$ cat src/rtl/stack_alu_sequencer.sv
// stack_alu_sequencer: issues an RPN token stream to a stack ALU one opcode at a
// time, tracks stack depth, collects the overflow flag, pops the final value and
// returns it with a status code. Malformed expressions drain the ALU stack.
module stack_alu_sequencer #(
    parameter int DATA_WIDTH = 16,
    parameter int STACK_SIZE = 64,
    parameter int DEPTH_W    = 7
) (
    input  logic                  clk,
    input  logic                  rst_n,
    input  logic                  tok_valid,
    output logic                  tok_ready,
    input  logic                  tok_is_op,
    input  logic [DATA_WIDTH-1:0] tok_data,
    input  logic                  tok_last,
    output logic [2:0]            alu_opcode,
    output logic [DATA_WIDTH-1:0] alu_data,
    input  logic [DATA_WIDTH-1:0] alu_result,
    input  logic                  alu_overflow,
    output logic                  res_valid,
    input  logic                  res_ready,
    output logic [DATA_WIDTH-1:0] res_data,
    output logic                  res_ovf,
    output logic [1:0]            res_err
);

    localparam logic [2:0] OP_NOP  = 3'b000;
    localparam logic [2:0] OP_PUSH = 3'b110;
    localparam logic [2:0] OP_POP  = 3'b111;

    localparam logic [1:0] ERR_OK    = 2'b00;
    localparam logic [1:0] ERR_UNDER = 2'b01;
    localparam logic [1:0] ERR_FULL  = 2'b10;
    localparam logic [1:0] ERR_MALF  = 2'b11;

    localparam logic [DEPTH_W-1:0] DEPTH_FULL = DEPTH_W'(STACK_SIZE);
    localparam logic [DEPTH_W-1:0] DEPTH_ONE  = DEPTH_W'(1);
    localparam logic [DEPTH_W-1:0] DEPTH_TWO  = DEPTH_W'(2);

    // S_PUSH_LAST is the cycle in which the final push is on the ALU bus;
    // S_POP is the cycle in which the final pop is on the ALU bus.
    typedef enum logic [3:0] {
        S_ACCEPT,
        S_PUSH_LAST,
        S_OP_EXEC,
        S_OP_SAMPLE,
        S_POP,
        S_CAPTURE,
        S_DISCARD,
        S_FLUSH,
        S_RESULT
    } state_t;

    state_t                r_state;
    logic                  r_ready_en;   // low until the first edge after reset release
    logic                  r_first;      // next accepted token starts a new expression
    logic                  r_last;       // pending operator was the final token
    logic [DEPTH_W-1:0]    r_depth;
    logic [2:0]            r_opcode;
    logic [DATA_WIDTH-1:0] r_alu_data;
    logic                  r_valid;
    logic [DATA_WIDTH-1:0] r_res_data;
    logic                  r_ovf;
    logic [1:0]            r_err;

    logic w_tok_hs;
    logic w_full;
    logic w_under;

    assign tok_ready  = r_ready_en && (r_state == S_ACCEPT || r_state == S_DISCARD);
    assign w_tok_hs   = tok_valid && tok_ready;
    assign w_full     = (r_depth == DEPTH_FULL);
    assign w_under    = (r_depth < DEPTH_TWO);

    assign alu_opcode = r_opcode;
    assign alu_data   = r_alu_data;
    assign res_valid  = r_valid;
    assign res_data   = r_res_data;
    assign res_ovf    = r_ovf;
    assign res_err    = r_err;

    // Sequencer FSM: token intake, ALU issue, depth tracking and result return
    always_ff @(posedge clk or negedge rst_n) begin
        if (!rst_n) begin
            r_state    <= S_ACCEPT;
            r_ready_en <= 1'b0;
            r_first    <= 1'b1;
            r_last     <= 1'b0;
            r_depth    <= '0;
            r_opcode   <= OP_NOP;
            r_alu_data <= '0;
            r_valid    <= 1'b0;
            r_res_data <= '0;
            r_ovf      <= 1'b0;
            r_err      <= ERR_OK;
        end else begin
            r_ready_en <= 1'b1;
            r_opcode   <= OP_NOP;      // any issued opcode lasts one cycle
            case (r_state)
                S_ACCEPT: begin
                    if (w_tok_hs) begin
                        r_first <= 1'b0;
                        if (r_first) r_ovf <= 1'b0;
                        if (!tok_is_op) begin
                            if (w_full) begin
                                r_err   <= ERR_FULL;
                                r_state <= tok_last ? S_FLUSH : S_DISCARD;
                            end else begin
                                r_opcode   <= OP_PUSH;
                                r_alu_data <= tok_data;
                                r_depth    <= r_depth + 1'b1;
                                if (tok_last) begin
                                    // final depth is r_depth+1; anything but 1 is malformed
                                    if (r_depth != '0) begin
                                        r_err   <= ERR_MALF;
                                        r_state <= S_FLUSH;
                                    end else begin
                                        r_state <= S_PUSH_LAST;
                                    end
                                end
                            end
                        end else begin
                            if (w_under) begin
                                r_err   <= ERR_UNDER;
                                r_state <= tok_last ? S_FLUSH : S_DISCARD;
                            end else begin
                                r_opcode <= {2'b10, tok_data[0]};
                                r_depth  <= r_depth - 1'b1;
                                r_last   <= tok_last;
                                r_state  <= S_OP_EXEC;
                            end
                        end
                    end
                end
                S_PUSH_LAST: begin
                    r_opcode <= OP_POP;
                    r_depth  <= r_depth - 1'b1;
                    r_state  <= S_POP;
                end
                S_OP_EXEC: begin
                    r_state <= S_OP_SAMPLE;
                end
                S_OP_SAMPLE: begin
                    r_ovf <= r_ovf | alu_overflow;
                    if (!r_last) begin
                        r_state <= S_ACCEPT;
                    end else if (r_depth == DEPTH_ONE) begin
                        r_opcode <= OP_POP;
                        r_depth  <= r_depth - 1'b1;
                        r_state  <= S_POP;
                    end else begin
                        r_err   <= (r_depth == '0) ? ERR_UNDER : ERR_MALF;
                        r_state <= S_FLUSH;
                    end
                end
                S_POP: begin
                    r_state <= S_CAPTURE;
                end
                S_CAPTURE: begin
                    r_res_data <= alu_result;
                    r_err      <= ERR_OK;
                    r_valid    <= 1'b1;
                    r_state    <= S_RESULT;
                end
                S_DISCARD: begin
                    if (w_tok_hs && tok_last) r_state <= S_FLUSH;
                end
                S_FLUSH: begin
                    if (r_depth != '0) begin
                        r_opcode <= OP_POP;
                        r_depth  <= r_depth - 1'b1;
                    end else begin
                        r_res_data <= '0;
                        r_valid    <= 1'b1;
                        r_state    <= S_RESULT;
                    end
                end
                S_RESULT: begin
                    if (res_ready) begin
                        r_valid <= 1'b0;
                        r_first <= 1'b1;
                        r_state <= S_ACCEPT;
                    end
                end
                default: begin
                    r_state <= S_ACCEPT;
                end
            endcase
        end
    end

endmodule
$ cat config.mk
export PLATFORM = sky130hd
export DESIGN_NAME = stack_alu_sequencer
export DESIGN_NICKNAME = d
export VERILOG_FILES = /design/src/rtl/stack_alu_sequencer.sv
export SDC_FILE = /design/constraint.sdc
export NUM_CORES = 1
export LEC_CHECK = 0
export BUFFER_PORTS_ARGS = -buffer_cell sky130_fd_sc_hd__buf_2
export CAP_MARGIN = 10
export CORE_MARGIN = 5
export CORE_UTILIZATION = 55
export CTS_CLUSTER_DIAMETER = 80
export DETAILED_ROUTE_END_ITERATION = 12
export PLACE_DENSITY = 0.84
export SLEW_MARGIN = 20
export SYNTH_ARGS = -nofsm -noshare
export SYNTH_HDL_FRONTEND = slang
export SYNTH_SLANG_ARGS = --single-unit
$ cat constraint.sdc
create_clock -name clk -period 3.3 [get_ports clk]
set_input_delay 0.495 -clock clk [delete_from_list [all_inputs] [get_ports clk]]
set_output_delay 0.495 -clock clk [all_outputs]
set_load 0.01 [all_outputs]
==> results of run 1 <==
[cell families after synthesis]
group | count (synthesis) | synth area share, %
other cells | 1 | 0.141
buf+inv | 18 | 4.67
xor+xnor | 6 | 1.98
flops | 53 | 50.0
simple gates | 57 | 14.0
mux | 21 | 10.3
fa+ha+maj | 3 | 1.41
compound gates | 58 | 17.5
[layer usage]
metal / track usage (%) / up-vias
li1: - / 956
met1: 24.2 / 939
met2: 30.9 / 79
met3: 5.64 / 7
met4: 6.36 / 0
met5: 0 / -
[state kept, by name, indices dropped and copies added, names as in the netlist, 2 cells and up]
signal,count
alu_opcode,3
res_err,2
alu_data,16
res_data,16
r_state,4
r_depth,7
[through the flow]
step / setup slack, ps / hold WS, ps / util (%) / instance area (um^2)
after floorplan: 1200 / 199 / - / 2650
after global routing: 578 / 327 / 66.7 / 3130
after global placement: 899 / 471 / 64.7 / 3040
final: 813 / 262 / 66.7 / 3130
after detailed placement: 815 / 473 / 64.7 / 3040
after CTS: 799 / 280 / 66.7 / 3130
[critical path, delay by kind of cell (launching register included)]
family,cells,cell delay (ps)
AOI/OAI and AO/OA,2,650
adders and majority gates,1,270
buffers and inverters,1,150
DFF,1,450
and+or+nand+nor,2,860
[power breakdown]
group          total (mW)  switching [mW]  internal [mW]
sequential           1.24           0.307          0.935
combinational        1.32           0.653          0.666
clock               0.371           0.217          0.154
[layout make-up]
class                      instances  area [um^2]  area share [%]
tap                               54         67.6            2.16
inverter                           7         26.3           0.839
sequential                        53         1330            42.4
clock inverter                     3         26.3           0.839
clock buffer                       5         68.8            2.20
timing repair buffer              81          413            13.2
multi-input combinational        146         1200            38.4
[cells in the final DEF, fill, tap and decap left out, types with 3 or more instances in the layout]
cell	n
o21ai_0	6
mux2_2	9
nor2_1	7
nand2b_1	6
clkbuf_8	5
a21oi_1	8
dfrtp_1	52
o21ai_1	3
nand3b_1	5
nor2_2	3
buf_4	3
ha_1	3
buf_2	78
nand4_1	3
a22o_1	16
nor4_1	3
mux2_4	10
xnor2_1	5
inv_1	7
o22ai_1	6
nand2_1	12
[how the worst min path moves through the flow]
stage          startpoint          end  slack, ps  cells past startpoint
2_1_floorplan       rst_n  alu_data[0]        200                      0
3_3_place_gp   res_err[1]   res_err[1]        470                      1
3_5_place_dp   res_err[1]   res_err[1]        470                      1
5_1_grt             rst_n   r_state[2]        330                      1
4_1_cts             rst_n   r_ready_en        280                      1
6_report            rst_n   r_ready_en        260                      1
==> impl_results.md, run 1 <==
- Global route overflow: 0
- DP Wirelength: around 4200 um
- Area leader, netlist: dfrtp_1
- Post-synth EDFFs: 0
- CTS tree: built
- Post_cts resized: 0
- Worst-Margin Slew: 784 ps
- End of the critical path: res_data[5]
- Tot Pwr: between 2 and 3 mW
- First-pass GRT wire length: between 9000 and 10000 um
- Post-Syn Nets: 259
- Initial Util: between 50% and 60%
- CP arrival: approximately 2700 ps
- # nets final: between 300 and 400
- WL met2: around 2800 um
- Synthesized flop and latch total: 53
- CTS buffer count: 5
- Die span in x: roughly 80 um
- Num rows: 25
- PD cells: approximately 940 nW/um^2
- Antenna diode count: 0
- Beginning of the worst register-to-register path: r_depth[1]
- Layout cell share with drive strength beyond 1: a little over two fifths
- Final Skew: between 3 and 4 ps
- Vias in the first global route: 2044
- Post-CTS Setup Bufs: 0
- Via count: 1981
- Status: finished clean
- Leak Pwr: between 1.5 and 2 nW
- Reg2reg setup slack: roughly 810 ps
- Post-synth top area share: approximately half
- Core area: around 4700 um^2
- First-iteration detailed-routing DRC count: 109
- Total Routed Length: around 5600 um
- Fmax: ~400 MHz
- Top area cells in the synthesized netlist: dfrtp_1, mux2_4, a22o_1, mux2_2, buf_6
- Area grow syn2layout: 18.0%
- RSZ-0062 raised after global routing: false
- PortBufs: slightly below 80
- Distinct cell type count after synthesis: 60
- Final-report max-slew violation count: 0
- CP startpoint: r_depth[1]
- Main synth FF type: dfrtp_1
- Period utilization: 75.4%
- DRC: 0
- Clk slew on worst S/H paths: approximately 100 ps
- Synthesized area: around 2700 um^2
- Fillers: 353
- Critical Path RT: about 3500 ps
- Most frequent cell after synthesis: dfrtp_1
- Startpoint types: register
- R2R Path End: res_data[5]
- Antenna-violating nets left: 0
- Hold WC Path Type: primary input to asynchronous set/reset pin
- Cell Count, Final, Fillers Out: about 350
- Uppermost layer routed: met4
- Max clock buf depth: 2
- Pin count of the biggest net entering global routing: 38
- Via-to-Cell Ratio: ~5.7
- Slowest stage delay, CP: about 450 ps
- Top cell types by occurrence after synthesis: dfrtp_1, a22o_1, nand2_1
- Synth warn: 0
- Worst reg2reg path depth: 6
- CP max FO: 18
- Global Route Usage Sum: between 10% and 20%
- Total iterations of the first detailed-routing run: 4
- Die Y-Extent: ~79 um
- Die Area: about 6300 um^2
- H-tree levels: 2
- GP Congestion: roughly 1.0
- Worst path slowest cell: dfrtp_1
- CP Capture Type: register
- Clk_lat worst skew: ~310 ps
- Met1 wire length: roughly 2400 um
- Max transition margin: about 48%
- Wire length per cell: around 16 um
- CP Cell Sequence: inv_1 -> ha_1 -> or3b_4 -> o41ai_4 -> nand2b_1 -> a22o_1
- Final setup TNS: 0 ps
- Syn Area/Cell: 12.2 um^2
- Seq/Total Area, Yosys: about 50%
- Setup Crit Path Kind: register to register
- Initial antenna violation count: 0
- Routed wl met3: approximately 420 um
- Dpl cells: 341
- Post-Syn Instances: 217
- Hold Buf Count CTS: 0
- Final hold violation count: 0
- Setup-failing EPs final: 0
- CTS root buffer: clkbuf_8
- Ys async rst share: 100%
- Clk sinks: between 50 and 60
- I/O pins: 79
- Max-cap violations: 0
- Fin crit period: approximately 2500 ps
- Worst vdd ir: about 0.6 mV
Note: power is estimated with default switching activity, not from simulation.
==> run 2: changes to the inputs <==
Settings changed: CORE_UTILIZATION 55 to 51, PLACE_DENSITY 0.84 to 0.79.
Clock period 3.3 ns to 2.4 ns, I/O delays scaled along.
==> run 2 against run 1 <==
Compared with the run above:
- sequential power is 35% higher
- register-to-register slack worse by 660 ps
- utilization is 3.5 points lower
- non-clock buffer count is 7 higher
- cell count is 6.6% higher
- worst setup slack worse by 660 ps
- critical endpoint is now r_depth[1]
- clock-buffer cell count is 1 higher
- first-iteration DRC count is 26% higher
- fmax is 11% higher
==> impl_results.md, run 2 (same netlist as run 1, synthesis figures left out) <==
- Wire length per cell: roughly 16 um
- CP Cell Sequence: inv_1 -> ha_2 -> or3b_4 -> o41ai_4 -> a211oi_4 -> nor2_2 -> mux2i_1
- Final Skew: between 4 and 5 ps
- Total iterations of the first detailed-routing run: 4
- I/O pins: 79
- Clk_lat worst skew: about 310 ps
- Worst reg2reg path depth: 7
- Status: finished clean
- Antenna diode count: 0
- H-tree levels: 2
- Antenna-violating nets left: 0
- Final hold violation count: 0
- CTS tree: built
- # nets final: between 300 and 400
- Pin count of the biggest net entering global routing: 39
- Setup-failing EPs final: 0
- Global Route Usage Sum: 17.7%
- Reg2reg setup slack: roughly 150 ps
- Worst hold slack: ~140 ps
- Layout cell share with drive strength beyond 1: about 44%
- DP Wirelength: about 4400 um
- Core area: about 5100 um^2
- R2R Path End: r_depth[1]
- Fmax: between 400 and 500 MHz
- Area grow syn2layout: 21.0%
- Max transition margin: 43.3%
- Clk slew on worst S/H paths: around 90 ps
- Final setup TNS: 0 ps
- Slowest stage delay, CP: roughly 450 ps
- Setup Crit Path Kind: register to register
- First-iteration detailed-routing DRC count: 137
- Startpoint types: register
- Most common cell after layout, fill and taps aside: buf_2
- Die Y-Extent: 82.1 um
- PD cells: between 1000 and 1500 nW/um^2
- Vias in the first global route: between 1500 and 2000
- Worst-Margin Slew: ~850 ps
- Initial antenna violation count: 0
- Leak Pwr: approximately 1.6 nW
- First-pass GRT wire length: slightly above 9000 um
- Worst path slowest cell: dfrtp_1
- CP startpoint: r_depth[1]
- Final-report max-slew violation count: 0
- CTS root buffer: clkbuf_8
- Period utilization: between 90 and 100%
- Total Routed Length: ~6000 um
- Clk sinks: between 50 and 60
- CP arrival: about 2500 ps
- Via count: 2061
- CP Capture Type: register
- Die span in x: ~82 um
- Critical Path RT: around 2600 ps
- RSZ-0062 raised after global routing: false
- Num rows: 26
- DRC: 0
- GP Congestion: ~0.86
- Worst vdd ir: between 0.6 and 0.7 mV
- CTS buffer count: 5
- Hold WC Path Type: primary input to asynchronous set/reset pin
- Fin crit period: about 2200 ps
- Max clock buf depth: 2
- Commonest cells after routing, fill and taps aside: buf_2, dfrtp_1, a22o_1
- Beginning of the worst register-to-register path: r_depth[1]
- Initial Util: about 52%
- PortBufs: 78
- End of the critical path: r_depth[1]
- Global route overflow: 0
- Max-cap violations: 0
- Via-to-Cell Ratio: about 5.5
- Die Area: around 6700 um^2
- CP max FO: 8
## run 2: worst max-delay path: cells and delay by family, from the launching register on
family	cells	cell delay (ps)
AND/OR/NAND/NOR	2	630
AO/OA/AOI/OAI	2	510
flip-flops	1	450
adder cells (fa/ha/maj)	1	260
multiplexers	1	190
buffers and inverters	1	150
## run 2: cell type report
cell class	count	area, um^2
flip-flops and latches	53	1330
well taps	70	87.6
inverters	7	26.3
clock buffers	6	72.6
clock inverters	2	13.8
fillers	407	1860
repair buffers	88	478
multi-input cells	146	1200
## run 2: per-stage QoR
step                      total power, mW  util (%)  worst slack, ps  instance area [um^2]  cells
after global routing                 4.38      63.3             10.8                  3210    372
after detailed placement             3.61      61.5              136                  3120    364
final                                4.11      63.3              153                  3210    372
after global placement               3.54      61.5              172                  3120    364
after CTS                            4.12      63.2              115                  3210    372
after floorplan                      3.00         -              295                  2650    217
## run 2: how the worst min path moves through the flow
stage / startpoint / to / slack, ps / cells past startpoint
4_1_cts: rst_n / alu_data[3] / 170 / 1
3_3_place_gp: res_err[1] / res_err[1] / 470 / 1
2_1_floorplan: rst_n / alu_data[0] / 60 / 0
5_1_grt: rst_n / alu_data[15] / 210 / 1
3_5_place_dp: res_data[11] / res_data[11] / 480 / 1
6_report: rst_n / alu_data[15] / 140 / 1
## run 2: routing by layer
| layer | vias up | wire (um) | track usage (%) |
|---|---|---|---|
| met3 | 9 | 339 | 3.47 |
| li1 | 970 | - | - |
| met4 | 0 | 88 | 4.98 |
| met5 | - | 0 | 0 |
| met2 | 72 | 2870 | 28.3 |
| met1 | 1010 | 2670 | 24.5 |
## run 2: report_power, final
| group | leakage [nW] | internal, mW | switching, mW | total, mW |
|---|---|---|---|---|
| Clock | 0.0456 | 0.209 | 0.297 | 0.506 |
| Sequential | 0.653 | 1.29 | 0.385 | 1.67 |
| Combinational | 0.885 | 0.969 | 0.958 | 1.93 |
## run 2: what timing repair did
item | 4_1_cts | 5_1_grt
endpoints found under the setup margin | 0 | 3
gates resized for setup | 0 | 1
buffers inserted | 0 | 0
endpoints found under the hold margin | 0 | 0
hold buffers | 0 | 0
==> run 3: changes to the inputs <==
Settings changed: CTS_BUF_LIST set to sky130_fd_sc_hd__clkbuf_8 sky130_fd_sc_hd__clkbuf_16, SKIP_LAST_GASP set to 1.
==> run 3 against run 2 <==
Compared with the run above:
- clock-buffer cell count shrank 1
- hold slack improved by 3.7 ps
- routed wire length fell by 0.22%
- critical endpoint unchanged
- largest power group unchanged
- highest routed layer unchanged
==> impl_results.md, run 3 (same netlist as run 1, synthesis figures left out) <==
- Final worst setup slack: approximately 150 ps
- Crit path buf inv count: 1
- Pre-CTS setup slack: 136 ps
- Layout cell share with drive strength beyond 1: between 40% and 50%
- Critical Path RT: approximately 2600 ps
- Via-to-Cell Ratio: ~5.5
- Die span in x: between 80 and 90 um
- Global Route Usage Sum: between 10% and 20%
- Fillers: roughly 410
- Wire length per cell: approximately 16 um
- CP Cell Sequence: inv_1 -> ha_2 -> or3b_4 -> o41ai_4 -> a211oi_4 -> nor2_2 -> mux2i_1
- Status: finished clean
- I/O pins: 79
- Core area: about 5100 um^2
- Worst-Margin Slew: 850 ps
- First-pass GRT wire length: 9200 um
- Worst vdd ir: approximately 0.69 mV
- Vias in the first global route: 1930
- RSZ-0062 raised after global routing: false
- Most common cell after layout, fill and taps aside: buf_2
- Post_cts resized: 0
- CP arrival: between 2000 and 2500 ps
- Final setup TNS: 0 ps
- Initial Util: 52.3%
- Global route overflow: 0
- Worst hold slack: 148 ps
- Cell family with most CP delay: simple AND/OR/NAND/NOR gates
- Hold WC Path Type: primary input to asynchronous set/reset pin
- CTS tree: built
- Beginning of the worst register-to-register path: r_depth[1]
- Max-cap violations: 0
- Hold Buf Count CTS: 0
- Fin util: 63.3%
- Total Routed Length: 5950 um
- Commonest cells after routing, fill and taps aside: buf_2, dfrtp_1, a22o_1
- Clk sinks: 53
- # nets final: 343
- Antenna-violating nets left: 0
- Setup Crit Path Kind: register to register
- Total iterations of the first detailed-routing run: 5
- Final-report max-slew violation count: 0
- Final Skew: between 4 and 5 ps
- CTS buffer count: 5
- Dpl cells: between 300 and 400
- Clk_lat worst skew: slightly above 300 ps
- H-tree levels: 2
- Die Y-Extent: just over 80 um
- Max transition margin: between 40% and 50%
- Period utilization: around 94%
- Cell area after placement: about 3100 um^2
- DRC: 0
- Clk slew on worst S/H paths: approximately 90 ps
- Fin crit period: 2250 ps
- PortBufs: 78
- CP Capture Type: register
- Tot Pwr: around 4.1 mW
- First-iteration detailed-routing DRC count: 137
- Num rows: 26
- Setup-failing EPs final: 0
- GP Congestion: 0.855
- Storage cell area: 1330 um^2
- Max clock buf depth: 2
- CP max FO: 8
- Leak Pwr: 1.59 nW
- Post-CTS Setup Bufs: 0
- Initial antenna violation count: 0
- Die Area: 6750 um^2
- Final non-filler cell area: 3210 um^2
- Slowest stage delay, CP: roughly 450 ps
- Multi-input gate area: between 1000 and 1500 um^2
- DP Wirelength: around 4400 um
- Worst reg2reg path depth: 7
- Via count: between 2000 and 2500
- CP startpoint: r_depth[1]
- CTS root buffer: clkbuf_8
- Fmax: 445 MHz
- Area grow syn2layout: 21.0%
- Worst path slowest cell: dfrtp_1
- Critical Path Stages: 7
- Pin count of the biggest net entering global routing: 39
- Antenna diode count: 0
- Startpoint types: register
- Final hold violation count: 0
- PD cells: roughly 1300 nW/um^2
- Cell Count, Final, Fillers Out: 372
[run 3: changes by cell type in the layout (fill, tap and decap cells not counted), sizes merged]
cell and delta:
inv +1, clkbuf -1
[run 3: layout make-up]
| class | instances | share of cell area [%] |
|---|---|---|
| Sequential cell | 53 | 41.3 |
| Multi-Input combinational cell | 146 | 37.5 |
| Timing Repair Buffer | 88 | 14.9 |
| Tap cell | 70 | 2.73 |
| Clock buffer | 5 | 2.14 |
| Inverter | 7 | 0.818 |
| Clock inverter | 3 | 0.546 |
[run 3: path summary, 6_finish.rpt]
check | slack, ps | endpoint
max | 150 | r_depth[1]
min | 150 | alu_data[15]
max reg2reg | 150 | r_depth[1]
min reg2reg | 500 | res_err[1]
max in group asynchronous | 1580 | res_data[11]
min in group clk | 260 | alu_opcode[0]
[run 3: power by group]
part	total, mW	internal (mW)	switching, mW
clock network	0.499	0.204	0.295
logic	1.93	0.969	0.958
registers	1.67	1.29	0.385
[run 3: routing by layer]
| layer | vias to the layer above | part of all wire, % | GRT usage (%) |
|---|---|---|---|
| met3 | 9 | 5.7 | 3.47 |
| met2 | 71 | 48 | 28.3 |
| met5 | - | 0 | 0 |
| met4 | 0 | 1.5 | 4.98 |
| li1 | 970 | - | - |
| met1 | 1007 | 45 | 24.5 |
[run 3: worst register-to-register path: stages (launching register included)]
cell and delay, ps:
dfrtp_1 450, inv_1 150, ha_2 260, or3b_4 420, o41ai_4 340, a211oi_4 170
nor2_2 210, mux2i_1 190
